<file path="config.mk">
export PLATFORM = sky130hd
export DESIGN_NAME = wb_cmd_master_flat
export DESIGN_NICKNAME = d
export VERILOG_FILES = /design/src/rtl/wb_cmd_master_if.sv /design/src/rtl/wb_cmd_master.sv /design/src/flat_wrapper.sv
export SDC_FILE = /design/constraint.sdc
export NUM_CORES = 1
export LEC_CHECK = 0
export BUFFER_PORTS_ARGS = -buffer_cell sky130_fd_sc_hd__buf_2
export CAP_MARGIN = 20
export CORE_ASPECT_RATIO = 1.4
export CORE_MARGIN = 2
export CORE_UTILIZATION = 50
export DETAILED_ROUTE_END_ITERATION = 6
export PLACE_DENSITY_LB_ADDON = 0.25
export SLEW_MARGIN = 10
export SYNTH_ARGS = -nofsm -noshare
export SYNTH_HDL_FRONTEND = slang
export SYNTH_SLANG_ARGS = --single-unit
</file>
<file path="constraint.sdc">
create_clock -name wb_clk_i -period 5.5 [get_ports wb_clk_i]
set_input_delay 0.275 -clock wb_clk_i [delete_from_list [all_inputs] [get_ports wb_clk_i]]
set_output_delay 0.275 -clock wb_clk_i [all_outputs]
set_load 0.02 [all_outputs]
</file>
<file path="src/rtl/wb_cmd_master_if.sv">
// wb_cmd_master_if: command stream, response stream and Wishbone master bus signals
// for wb_cmd_master.
//   master modport : the wb_cmd_master side. It receives commands and acks and drives
//                    responses and the Wishbone strobes.
//   slave  modport : the environment side. This is the command producer, the response
//                    consumer and the Wishbone slave.
interface wb_cmd_master_if;
   // command stream
   logic        cmd_valid;
   logic        cmd_ready;
   logic        cmd_we;
   logic [31:0] cmd_adr;
   logic [31:0] cmd_dat;
   logic [3:0]  cmd_sel;
   // response stream
   logic        rsp_valid;
   logic        rsp_ready;
   logic [31:0] rsp_dat;
   logic        rsp_err;
   // wishbone master port
   logic        wbm_cyc_o;
   logic        wbm_stb_o;
   logic        wbm_we_o;
   logic [3:0]  wbm_sel_o;
   logic [31:0] wbm_adr_o;
   logic [31:0] wbm_dat_o;
   logic        wbm_ack_i;
   logic [31:0] wbm_dat_i;
   // status
   logic        busy;

   modport master (
      input  cmd_valid, cmd_we, cmd_adr, cmd_dat, cmd_sel, rsp_ready, wbm_ack_i, wbm_dat_i,
      output cmd_ready, rsp_valid, rsp_dat, rsp_err,
             wbm_cyc_o, wbm_stb_o, wbm_we_o, wbm_sel_o, wbm_adr_o, wbm_dat_o, busy
   );

   modport slave (
      output cmd_valid, cmd_we, cmd_adr, cmd_dat, cmd_sel, rsp_ready, wbm_ack_i, wbm_dat_i,
      input  cmd_ready, rsp_valid, rsp_dat, rsp_err,
             wbm_cyc_o, wbm_stb_o, wbm_we_o, wbm_sel_o, wbm_adr_o, wbm_dat_o, busy
   );
endinterface

</file>
<file path="src/rtl/wb_cmd_master.sv">
// wb_cmd_master: Wishbone B4 classic single-beat master. It takes one command from a
// valid/ready stream and runs one read or write cycle with a wait-state timeout. It then
// returns the data and the error status on a valid/ready response stream. Only one
// transaction is outstanding at a time.
//   wb_clk_i  : clock, rising edge
//   wb_rst_i  : asynchronous active-high reset
//   bus       : wb_cmd_master_if.master. It carries the cmd_* stream, the rsp_* stream,
//               the wbm_* bus and busy.
// Every output is a register or a decode of the state register. wbm_ack_i and
// wbm_dat_i do not reach any output combinationally.
module wb_cmd_master #(
   parameter int unsigned TIMEOUT_CYCLES = 255,
   parameter int unsigned CNT_W          = $clog2(TIMEOUT_CYCLES + 1)
) (
   input  logic            wb_clk_i,
   input  logic            wb_rst_i,
   wb_cmd_master_if.master bus
);

   typedef enum logic [1:0] {IDLE, BUS, RESP} state_t;

   localparam logic [CNT_W-1:0] CNT_LAST = CNT_W'(TIMEOUT_CYCLES - 1);
   localparam logic [CNT_W-1:0] CNT_MAX  = '1;

   state_t           state;
   logic             cyc;
   logic             we_q;
   logic [3:0]       sel_q;
   logic [31:0]      adr_q;
   logic [31:0]      dat_q;
   logic [CNT_W-1:0] cnt;
   logic             rsp_valid_q;
   logic [31:0]      rsp_dat_q;
   logic             rsp_err_q;

   // Transaction sequencer. The ack is looked at only in BUS, so a stray ack is dropped.
   always_ff @(posedge wb_clk_i or posedge wb_rst_i) begin
      if (wb_rst_i) begin
         state       <= IDLE;
         cyc         <= 1'b0;
         we_q        <= 1'b0;
         sel_q       <= '0;
         adr_q       <= '0;
         dat_q       <= '0;
         cnt         <= '0;
         rsp_valid_q <= 1'b0;
         rsp_dat_q   <= '0;
         rsp_err_q   <= 1'b0;
      end else begin
         case (state)
            IDLE: begin
               if (bus.cmd_valid) begin
                  we_q  <= bus.cmd_we;
                  adr_q <= bus.cmd_adr;
                  dat_q <= bus.cmd_dat;
                  sel_q <= bus.cmd_sel;
                  cyc   <= 1'b1;
                  cnt   <= '0;
                  state <= BUS;
               end
            end
            BUS: begin
               // An ack in the last allowed cycle takes priority over the timeout.
               if (bus.wbm_ack_i) begin
                  cyc         <= 1'b0;
                  rsp_dat_q   <= we_q ? 32'h0 : bus.wbm_dat_i;
                  rsp_err_q   <= 1'b0;
                  rsp_valid_q <= 1'b1;
                  state       <= RESP;
               end else if (cnt == CNT_LAST) begin
                  cyc         <= 1'b0;
                  rsp_dat_q   <= 32'h0;
                  rsp_err_q   <= 1'b1;
                  rsp_valid_q <= 1'b1;
                  state       <= RESP;
               end else if (cnt != CNT_MAX) begin
                  cnt <= cnt + CNT_W'(1);
               end
            end
            RESP: begin
               if (bus.rsp_ready) begin
                  rsp_valid_q <= 1'b0;
                  state       <= IDLE;
               end
            end
            default: state <= IDLE;
         endcase
      end
   end

   // Output drive. The wbm_* fields keep their last values after the cycle ends.
   assign bus.cmd_ready = (state == IDLE);
   assign bus.busy      = (state != IDLE);
   assign bus.wbm_cyc_o = cyc;
   assign bus.wbm_stb_o = cyc;
   assign bus.wbm_we_o  = we_q;
   assign bus.wbm_sel_o = sel_q;
   assign bus.wbm_adr_o = adr_q;
   assign bus.wbm_dat_o = dat_q;
   assign bus.rsp_valid = rsp_valid_q;
   assign bus.rsp_dat   = rsp_dat_q;
   assign bus.rsp_err   = rsp_err_q;

endmodule

</file>
<file path="src/flat_wrapper.sv">
// flat-port wrapper written by rule: the top's interface ports become plain ports
module wb_cmd_master_flat 
#(
   parameter int unsigned TIMEOUT_CYCLES = 255,
   parameter int unsigned CNT_W          = $clog2(TIMEOUT_CYCLES + 1)
)
  (wb_clk_i, wb_rst_i, bus_cmd_valid, bus_cmd_we, bus_cmd_adr, bus_cmd_dat, bus_cmd_sel, bus_rsp_ready, bus_wbm_ack_i, bus_wbm_dat_i, bus_cmd_ready, bus_rsp_valid, bus_rsp_dat, bus_rsp_err, bus_wbm_cyc_o, bus_wbm_stb_o, bus_wbm_we_o, bus_wbm_sel_o, bus_wbm_adr_o, bus_wbm_dat_o, bus_busy);
  wb_cmd_master_if bus_i ();
  input  logic wb_clk_i;
  input  logic wb_rst_i;
  input wire logic [$bits(bus_i.cmd_valid)-1:0] bus_cmd_valid;
  input wire logic [$bits(bus_i.cmd_we)-1:0] bus_cmd_we;
  input wire logic [$bits(bus_i.cmd_adr)-1:0] bus_cmd_adr;
  input wire logic [$bits(bus_i.cmd_dat)-1:0] bus_cmd_dat;
  input wire logic [$bits(bus_i.cmd_sel)-1:0] bus_cmd_sel;
  input wire logic [$bits(bus_i.rsp_ready)-1:0] bus_rsp_ready;
  input wire logic [$bits(bus_i.wbm_ack_i)-1:0] bus_wbm_ack_i;
  input wire logic [$bits(bus_i.wbm_dat_i)-1:0] bus_wbm_dat_i;
  output wire logic [$bits(bus_i.cmd_ready)-1:0] bus_cmd_ready;
  output wire logic [$bits(bus_i.rsp_valid)-1:0] bus_rsp_valid;
  output wire logic [$bits(bus_i.rsp_dat)-1:0] bus_rsp_dat;
  output wire logic [$bits(bus_i.rsp_err)-1:0] bus_rsp_err;
  output wire logic [$bits(bus_i.wbm_cyc_o)-1:0] bus_wbm_cyc_o;
  output wire logic [$bits(bus_i.wbm_stb_o)-1:0] bus_wbm_stb_o;
  output wire logic [$bits(bus_i.wbm_we_o)-1:0] bus_wbm_we_o;
  output wire logic [$bits(bus_i.wbm_sel_o)-1:0] bus_wbm_sel_o;
  output wire logic [$bits(bus_i.wbm_adr_o)-1:0] bus_wbm_adr_o;
  output wire logic [$bits(bus_i.wbm_dat_o)-1:0] bus_wbm_dat_o;
  output wire logic [$bits(bus_i.busy)-1:0] bus_busy;
  assign bus_i.cmd_valid = bus_cmd_valid;
  assign bus_i.cmd_we = bus_cmd_we;
  assign bus_i.cmd_adr = bus_cmd_adr;
  assign bus_i.cmd_dat = bus_cmd_dat;
  assign bus_i.cmd_sel = bus_cmd_sel;
  assign bus_i.rsp_ready = bus_rsp_ready;
  assign bus_i.wbm_ack_i = bus_wbm_ack_i;
  assign bus_i.wbm_dat_i = bus_wbm_dat_i;
  assign bus_cmd_ready = bus_i.cmd_ready;
  assign bus_rsp_valid = bus_i.rsp_valid;
  assign bus_rsp_dat = bus_i.rsp_dat;
  assign bus_rsp_err = bus_i.rsp_err;
  assign bus_wbm_cyc_o = bus_i.wbm_cyc_o;
  assign bus_wbm_stb_o = bus_i.wbm_stb_o;
  assign bus_wbm_we_o = bus_i.wbm_we_o;
  assign bus_wbm_sel_o = bus_i.wbm_sel_o;
  assign bus_wbm_adr_o = bus_i.wbm_adr_o;
  assign bus_wbm_dat_o = bus_i.wbm_dat_o;
  assign bus_busy = bus_i.busy;
  wb_cmd_master #(.TIMEOUT_CYCLES(TIMEOUT_CYCLES), .CNT_W(CNT_W)) u_core (.wb_clk_i(wb_clk_i), .wb_rst_i(wb_rst_i), .bus(bus_i));
endmodule
</file>
# Word level (Yosys, flattened, before mapping)
# Cells that the tools add are included.
[totals] regBits=114 inputBits=106 out_inout_bits=107 word_cells=54
[op_classes] addsub=1 n_eq_ne=10 mux=22 n_reduce_logical=11
[op_table] op="32-bit 2-to-1 mux" count=3
[op_table] op="8-bit 2-to-1 mux" count=4
[op_table] op="8-bit one-hot mux with 2 select lines" count=1
[op_table] op="3-bit AND reduction" count=3
[op_table] op="8-bit by 1-bit adder with 8-bit output, second input constant" count=1
[op_table] op="8-bit == test, second input constant" count=1
[op_table] op="2-bit 2-to-1 mux" count=4
[op_table] op="2-bit inequality test, second input constant" count=4
[op_table] op="8-bit inequality test, second input constant" count=1
[op_table] op="2-bit nonzero test" count=4
[op_table] op="1-bit 2-to-1 mux" count=7
[op_table] op="2-bit one-hot mux with 3 select lines" count=1
[op_table] op="5-bit AND reduction" count=1
[op_table] op="1-bit one-hot mux with 2 select lines" count=2
[op_table] op="2-bit AND reduction" count=2
[op_table] op="3-bit by 2-bit inequality test with 1-bit output, second input constant" count=1
[op_table] op="2-bit by 1-bit == test with 1-bit output, second input constant" count=1
[op_table] op="2-bit == test, second input constant" count=1
[op_table] op="2-bit zero test" count=1
[op_table] op="2-bit by 1-bit inequality test with 1-bit output, second input constant" count=1

# Logic depth before layout (Yosys ltp)
# Gate-level depths: netlist (run 1).
[logic_depth] word_depth=5 ltp_mapped=7 ltp_nobuf=6

# Least setup slack after synthesis (run 1)
# Ideal clock, no wire load.
[synth_path] path_type="register to register" start="reg u_core.state[0]" end="reg u_core.adr_q[0], in the netlist u_core.bus.wbm_adr_o[0]" setup_ns=0.125 arrival_time_ns=1.512 required_ns=5.375 path_slack_ns=3.863 stages_incl_launch_ff=6 n_path_buf=1 synth_period_minus_slack_ns=1.637 cell_sequence="dfrtp_1 > nand2b_1 > a21o_2 > nor2_8 > buf_6 > mux2_2"
[synth_between] elab_chain_len=2
[synth_rtl] element="start: declaration" line_no="wb_cmd_master.sv:25" rtl="state_t state;"
[synth_rtl] element="start signal: assignment" line_no="wb_cmd_master.sv:39" rtl="state <= IDLE;"
[synth_rtl] element="start signal: assignment" line_no="wb_cmd_master.sv:59" rtl="state <= BUS;"
[synth_rtl] element="start signal: assignment" line_no="wb_cmd_master.sv:69" rtl="state <= RESP;"
[synth_rtl] element="2-bit zero test" line_no="wb_cmd_master.sv:50" rtl="case (state)"
[synth_rtl] element="2-bit AND reduction (no line)"
[synth_rtl] element="end signal: assignment" line_no="wb_cmd_master.sv:54" rtl="adr_q <= bus.cmd_adr;"
[synth_rtl] element="end: declaration" line_no="wb_cmd_master.sv:29" rtl="logic [31:0] adr_q;"
# Every way passes these cells.
# A chain may end at the register's enable or synchronous reset.

# Final worst setup path (run 1)
[layout_path] start="reg u_core.state[0]" end="reg u_core.rsp_dat_q[16], in the netlist u_core.bus.rsp_dat[16]"
[layout_between] elab_chain_len=2
[layout_rtl] element="2-bit by 1-bit == test with 1-bit output" line_no="wb_cmd_master.sv:50"
[layout_rtl] element="2-bit AND reduction (no line)"
[layout_rtl] element="end signal: assignment" line_no="wb_cmd_master.sv:66" rtl="rsp_dat_q <= we_q ? 32'h0 : bus.wbm_dat_i;"
[layout_rtl] element="end: declaration" line_no="wb_cmd_master.sv:33" rtl="logic [31:0] rsp_dat_q;"
# Every way passes these cells.

==> results of run 1 <==
-- registers in the layout, indices dropped and copies added, names as in the netlist --
register and cells:
u_core.bus.rsp_dat 32, u_core.bus.rsp_err 1, u_core.bus.rsp_valid 1, u_core.bus.wbm_adr_o 32, u_core.bus.wbm_cyc_o 1, u_core.bus.wbm_dat_o 32
u_core.bus.wbm_sel_o 4, u_core.bus.wbm_we_o 1, u_core.cnt 8, u_core.state 2
-- cell usage in the layout, fill, tap and decap left out, types with 2 or more instances in the layout --
| master | Yosys | layout |
|---|---|---|
| o211ai_1 | 3 | 3 |
| mux2_2 | 64 | 64 |
| buf_2 | 0 | 212 |
| inv_1 | 8 | 7 |
| ha_1 | 2 | 2 |
| nand2b_1 | 5 | 5 |
| a22o_1 | 32 | 32 |
| inv_6 | 0 | 3 |
| nor4_1 | 2 | 2 |
| o21ai_0 | 5 | 5 |
| nor2b_1 | 2 | 2 |
| nand2_1 | 8 | 8 |
| nand4b_1 | 2 | 2 |
| dfrtp_1 | 114 | 114 |
| o21a_1 | 2 | 2 |
| clkinv_4 | 0 | 4 |
| a21oi_1 | 10 | 10 |
| clkinv_2 | 0 | 3 |
| clkinvlp_4 | 0 | 4 |
| mux2_1 | 5 | 5 |
| nor2_1 | 4 | 4 |
| o31ai_1 | 2 | 2 |
| nand3_1 | 5 | 5 |
| clkbuf_16 | 0 | 17 |
-- kinds of logic (layout without fill, tap and decap cells) --
| kind of cell | after synthesis | after routing |
|---|---|---|
| fa+ha+maj | 2 | 2 |
| mux | 70 | 70 |
| simple gates | 35 | 35 |
| flops | 114 | 114 |
| compound gates | 58 | 58 |
| buf+inv | 23 | 256 |
-- final timing paths --
path                                                        end  slack, ns
setup / recovery             u_core.bus.rsp_dat[16]$_DFFE_PP0P_       2.95
hold / removal             u_core.bus.wbm_dat_o[25]$_DFFE_PP0P_       0.08
setup reg to reg             u_core.bus.rsp_dat[16]$_DFFE_PP0P_       2.95
hold reg to reg            u_core.bus.wbm_dat_o[24]$_DFFE_PP0P_       0.48
max in group asynchronous  u_core.bus.wbm_adr_o[15]$_DFFE_PP0P_       3.76
min in group asynchronous   u_core.bus.wbm_sel_o[2]$_DFFE_PP0P_       0.52
-- repair_timing --
action / CTS / global route
endpoints found under the hold margin: 54 / 0
buffers inserted: 0 / 0
hold buffers: 1 / 0
-- power by group --
group          leakage (nW)  total [W]  internal, W  switching, W
Combinational          1.45    0.00171     0.000732      0.000973
Clock                 0.266    0.00103     0.000624      0.000407
Sequential             1.40    0.00144      0.00122      0.000217
Total                  3.11    0.00417      0.00258       0.00160
-- cell type report --
class,count,area share
inverters,8,0.00527
repair buffers,216,0.181
clock buffers,17,0.0689
flip-flops and latches,114,0.462
clock inverters,15,0.0221
well taps,107,0.0217
multi-input cells,165,0.239
-- per-stage QoR --
step,cells,cell area [µm²],utilization
finish,642,6170,0.696
global route,642,6170,0.696
CTS,641,6150,0.693
detailed placement,608,5570,0.628
floorplan,302,4510,-
global placement,607,5560,0.627
-- metal layers --
metal	vias up	global-route usage
li1	1540	-
met1	1649	0.250
met2	159	0.366
met3	16	0.0834
met4	0	0.0806
met5	-	0
==> metrics.csv, run 1 <==
stage,metric,value,unit
synth,yosys.area_share.simple,0.0469,
synth,ys_seq_elements,114,
drt,vias,3364,
critical_path,critPathBufInv,1,
sta,hold_viol,0,
layout,drive_above_1_share,0.596,
clock_network,cts_resized,0,
drt,wl_met2,5.46,mm
sta,rsz0062_at_grt,no,
synth,yosysTopAreaCell,dfrtp_1,
sta,fin_crit_sh,0.464,
synth,syn-num-nets,410,
clock_network,cts_tree,yes,
synth,synth_top_cell_area_share,0.633,
critical_path,crit_family,simple AND/OR/NAND/NOR gates,
placed_design,gp_congestion,0.808,
global_route,grt_pass1_vias,3380,
layout,num-nets-final,630,
drt,met1_length,4.10,mm
clock_network,clockBufferDepth,2,
sta,finalClockSkew,0.0114,ns
drt,routed_wl,10.6,mm
critical_path,crit_slowest_cell,nor2b_1,
synth,synth-adder-area-share,0.00555,
floorplan,fp-row-count,41,
min_path,holdCritStartpoint,bus_cmd_dat[25],
sta,finalSetupViolations,0,
layout,area_growth_syn_to_layout,36.9,%
drt,wl_met3,907,µm
critical_path,r2r_cells,5,
sta,period_needed,2.55,ns
synth,synthTopCellsByArea,"dfrtp_1 (63%), mux2_2 (16%), a22o_1 (6.2%)",
critical_path,worstPathRequired,5.84,ns
drt,routedWlPerCell,16.5,µm
clock_network,cts.reportedPaths.clkPinSlew,0.06,ns
placed_design,portBuffers,212,
power,total_power,0.00417,W
layout,seq_area,2850,µm²
critical_path,endpoint_kind,register,
sta,drv_slew,0,
synth,syn_area,4510,µm²
drt,vias_per_cell,5.24,
synth,synthXorXnorAreaFrac,0,
synth,yosysSeqAreaShare,0.633,
min_path,worstHoldPathCells,2,
synth,avgSynthCellArea,14.9,µm²
job,drv_cap,0,
synth,synth_top_family_by_area,multiplexers,
clock_network,worstSkewPairLatency,0.41,ns
placed_design,hpwlAfterDp,7.41,mm
synth,synth_edf_count,0,
synth,yosysMostFrequentCell,dfrtp_1,
drt,drtIter0Drc,162,
global_route,grt_first_pass_wirelength,16.4,mm
global_route,grt.total_usage,0.216,
global_route,antenna_found_initial,0,
synth,ys_types,32,
power,powerDensity,676,nW/µm²
sta,worst_slack,2.95,ns
synth,ys_top_cells_by_count,"dfrtp_1 (114), mux2_2 (64), a22o_1 (32), a21oi_1 (10), buf_6 (10)",
critical_path,startpoint,u_core.state[0]$_DFFE_PP0P_,
clock_network,cts_made_buffers,17,
synth,ys.warnings.count,0,
outcome,status,completed,
critical_path,worstPathCellList,nor2b_1 -> nand2_1 -> nor2_2 -> buf_6 -> a22o_1,
sta,fin_tns_setup,0,ns
floorplan,die_area,9800,µm²
clock_network,clock_sinks,114,
sta,max_freq,0.392,GHz
drt,top_layer_used,met4,
synth,async_flop_share,1.00,
floorplan,initial_core_util,0.508,
floorplan,core-area,8870,µm²
floorplan,io_pins,213,
synth,synthMuxAreaShare,0.175,
power,leakage,3.11,nW
synth,synth_ff_type,dfrtp_1,
critical_path,regToRegStartpoint,u_core.state[0]$_DFFE_PP0P_,
placed_design,place_ws,3.01,ns
critical_path,cp.depth,5,
clock_network,cts_max_level,4,
global_route,gr-total-overflow,0,
drt,drtPass1Iterations,4,
critical_path,worstPathArrival,2.90,ns
critical_path,critical-path-max-stage-delay,0.77,ns
min_path,hp-class,in -> reg,
power,max-vdd-ir-drop,568,µV
layout,diodes,0,
drt,antenna_left,0,
critical_path,cp-start-kind,register,
sta,holdWs,0.0825,ns
floorplan,die_h,116,µm
synth,syn_inst,302,
synth,synth_compound_area_frac,0.100,
layout,multi_input_area,1480,µm²
drt,drc_errors,0,
critical_path,critical_path_class,reg -> reg,
global_route,grt_max_degree,72,
layout,final.fill_count,666,
sta,worstMarginPinSlew,0.928,ns
critical_path,worst-path-max-fanout,18,
floorplan,die_w,84.3,µm
sta,max-slew-margin-rel,0.380,
clock_network,root_buffer,clkbuf_16,
Note: power is estimated with default switching activity, not from simulation.
==> run 2, diff against run 1 <==
--- a/config.mk
+++ b/config.mk
@@ -9,7 +9,7 @@
 export CAP_MARGIN = 20
 export CORE_ASPECT_RATIO = 1.4
 export CORE_MARGIN = 2
-export CORE_UTILIZATION = 50
+export CORE_UTILIZATION = 42
 export DETAILED_ROUTE_END_ITERATION = 6
 export PLACE_DENSITY_LB_ADDON = 0.25
 export SLEW_MARGIN = 10
==> constraint.sdc (replaced) <==
create_clock -name wb_clk_i -period 2.1 [get_ports wb_clk_i]
set_input_delay 0.105 -clock wb_clk_i [delete_from_list [all_inputs] [get_ports wb_clk_i]]
set_output_delay 0.105 -clock wb_clk_i [all_outputs]
set_load 0.02 [all_outputs]
==> metrics.csv, run 2 (same netlist as run 1, synthesis figures left out) <==
stage,metric,value,unit,change
clock_network,cts.reportedPaths.clkPinSlew,0.05,ns,about the same
drt,antenna_left,0,,unchanged
global_route,antenna_found_initial,0,,unchanged
layout,layout_common_cells,"buf_2 (212), dfrtp_1 (114), dlygate4sd3_1 (103)",,
placed_design,place_ws,0.232,ns,-2.78 ns
sta,worstMarginPinSlew,0.614,ns,-0.314 ns
sta,rsz0062_at_grt,no,,
power,powerDensity,1530,nW/µm²,+130%
critical_path,critical_path_class,reg -> reg,,
placed_design,portBuffers,212,,unchanged
global_route,grt_max_degree,115,,+60%
critical_path,worstPathArrival,2.16,ns,-0.74 ns
drt,routedWlPerCell,15.7,µm,-4.9%
sta,fin_tns_setup,0,ns,unchanged
layout,diodes,0,,unchanged
drt,routed_wl,12.2,mm,+15%
min_path,hp-class,in -> reg,,
clock_network,cts_made_buffers,17,,unchanged
global_route,gr-total-overflow,0,,unchanged
layout,area_growth_syn_to_layout,60.9,%,
layout,num-nets-final,736,,+17%
clock_network,clockBufferDepth,2,,unchanged
job,drv_cap,0,,unchanged
drt,vias_per_cell,4.84,,-7.6%
layout,final.fill_count,741,,+11%
floorplan,initial_core_util,0.433,,-0.0747
layout,drive_above_1_share,0.500,,-0.0963
floorplan,die_area,11600,µm²,+18%
critical_path,worstPathCellList,nand2b_1 -> a21o_2 -> nor2_8 -> buf_12 -> mux2_2,,
sta,max-slew-margin-rel,0.591,,+0.210
sta,hold_viol,0,,unchanged
clock_network,cts_tree,yes,,
global_route,grt.met3_usage,0.0742,,-0.00916
min_path,worstHoldPathCells,4,,+2
floorplan,io_pins,213,,unchanged
placed_design,hpwlAfterDp,7.32,mm,-1.2%
floorplan,core-area,10400,µm²,+17%
sta,fin_crit_sh,0.894,,+0.430
critical_path,endpoint_kind,register,,
global_route,grt_first_pass_wirelength,19.9,mm,+21%
clock_network,clock_sinks,114,,unchanged
power,leakage,3.55,nW,+14%
critical_path,crit_slowest_cell,dfrtp_1,,
global_route,met2_usage,0.385,,+0.0188
placed_design,place_area,5690,µm²,+2.0%
sta,period_needed,1.88,ns,-0.675 ns
global_route,use_met1,0.238,,-0.0128
critical_path,critical-path-max-stage-delay,0.44,ns,-0.33 ns
critical_path,worst-path-max-fanout,38,,+20
drt,drtIter0Drc,119,,-27%
global_route,busiest_layer,met2,,
clock_network,root_buffer,clkbuf_16,,
sta,max_freq,0.533,GHz,+36%
critical_path,r2r_cells,5,,unchanged
critical_path,cp-start-kind,register,,
floorplan,die_h,127,µm,+8.8%
floorplan,die_w,91.6,µm,+8.7%
sta,drv_slew,0,,unchanged
floorplan,fp-row-count,44,,+7.3%
power,total_power,0.0111,W,+170%
placed_design,gp_congestion,0.772,,-4.4%
global_route,grt_pass1_vias,4068,,+20%
critical_path,worstPathRequired,2.39,ns,-3.45 ns
clock_network,worstSkewPairLatency,0.41,ns,about the same
sta,finalClockSkew,0.00654,ns,-0.00482 ns
clock_network,cts_max_level,4,,unchanged
outcome,status,completed,,
layout,design_area,7250,µm²,+17%
drt,drtPass1Iterations,4,,unchanged
power,max-vdd-ir-drop,730,µV,+28%
sta,worst_slack,0.222,ns,-2.72 ns
layout,layout_commonest_cell,buf_2,,
sta,finalSetupViolations,0,,unchanged
global_route,grt.total_usage,0.220,,+0.00398
drt,drc_errors,0,,unchanged
drt,vias,3768,,+12%
-- run 2: cell count changes in the layout (fill, tap and decap cells not counted) --
cell,before,now
dlygate4sd3_1,1,103
buf_6,1,0
clkbuf_1,0,2
buf_12,0,3
inv_6,3,0
buf_4,1,4
clkinv_4,4,0
buf_16,1,0
clkinvlp_4,4,5
inv_4,1,0
clkbuf_8,0,1
clkinv_2,3,6
-- run 2: repair_timing --
action / in CTS / in global routing
endpoints found under the hold margin: 216 / 0
endpoints found under the setup margin: 0 / 0
resized for setup: 0 / 0
hold buffers: 103 / 0
setup buffers: 0 / 0
-- run 2: per-stage QoR --
stage               instances   util  hold slack (ns)
floorplan                 302      -            0.212
global placement          644  0.546            0.322
detailed placement        644  0.546            0.328
CTS                       778  0.697           0.0637
global route              778  0.697            0.104
finish                    778  0.697           0.0741
-- run 2: cell type report --
cell class,count,area [µm²],share of cell area
clock buffers,20,447,0.0616
inverters,8,33.8,0.00466
clock inverters,11,90.1,0.0124
repair buffers,322,2180,0.301
well taps,138,173,0.0238
flip-flops and latches,114,2850,0.393
multi-input cells,165,1480,0.203
-- run 2: path summary, 6_finish.rpt --
| kind | startpoint | end | slack [ns] |
|---|---|---|---|
| setup / recovery | u_core.state[0]$_DFFE_PP0P_ | u_core.bus.wbm_dat_o[14]$_DFFE_PP0P_ | 0.22 |
| hold reg to reg | u_core.bus.wbm_dat_o[26]$_DFFE_PP0P_ | u_core.bus.wbm_dat_o[26]$_DFFE_PP0P_ | 0.48 |
| min in group asynchronous | wb_rst_i | u_core.bus.wbm_adr_o[9]$_DFFE_PP0P_ | 0.40 |
| setup reg to reg | u_core.state[0]$_DFFE_PP0P_ | u_core.bus.wbm_dat_o[14]$_DFFE_PP0P_ | 0.22 |
| hold / removal | bus_wbm_ack_i | u_core.state[0]$_DFFE_PP0P_ | 0.07 |
| max in group asynchronous | wb_rst_i | u_core.bus.wbm_adr_o[8]$_DFFE_PP0P_ | 1.21 |
-- run 2: critical path, delay by kind of cell, from the launching register on --
family | cells | cell delay, ns
DFF | 1 | 0.44
muxes | 1 | 0.36
AOI/OAI and AO/OA | 1 | 0.29
and+or+nand+nor | 2 | 0.40
buffers and inverters | 1 | 0.25
-- run 2: per-layer routing --
metal | share of wire | wire length, µm
met5 | 0 | 0
met4 | 0.033 | 403
met3 | 0.072 | 880
met2 | 0.52 | 6400
met1 | 0.37 | 4540
-- run 2: report_power, final --
| group | total, W | internal, W | switching, W |
|---|---|---|---|
| Combinational | 0.00475 | 0.00210 | 0.00265 |
| Clock | 0.00258 | 0.00163 | 0.000950 |
| Sequential | 0.00376 | 0.00320 | 0.000556 |
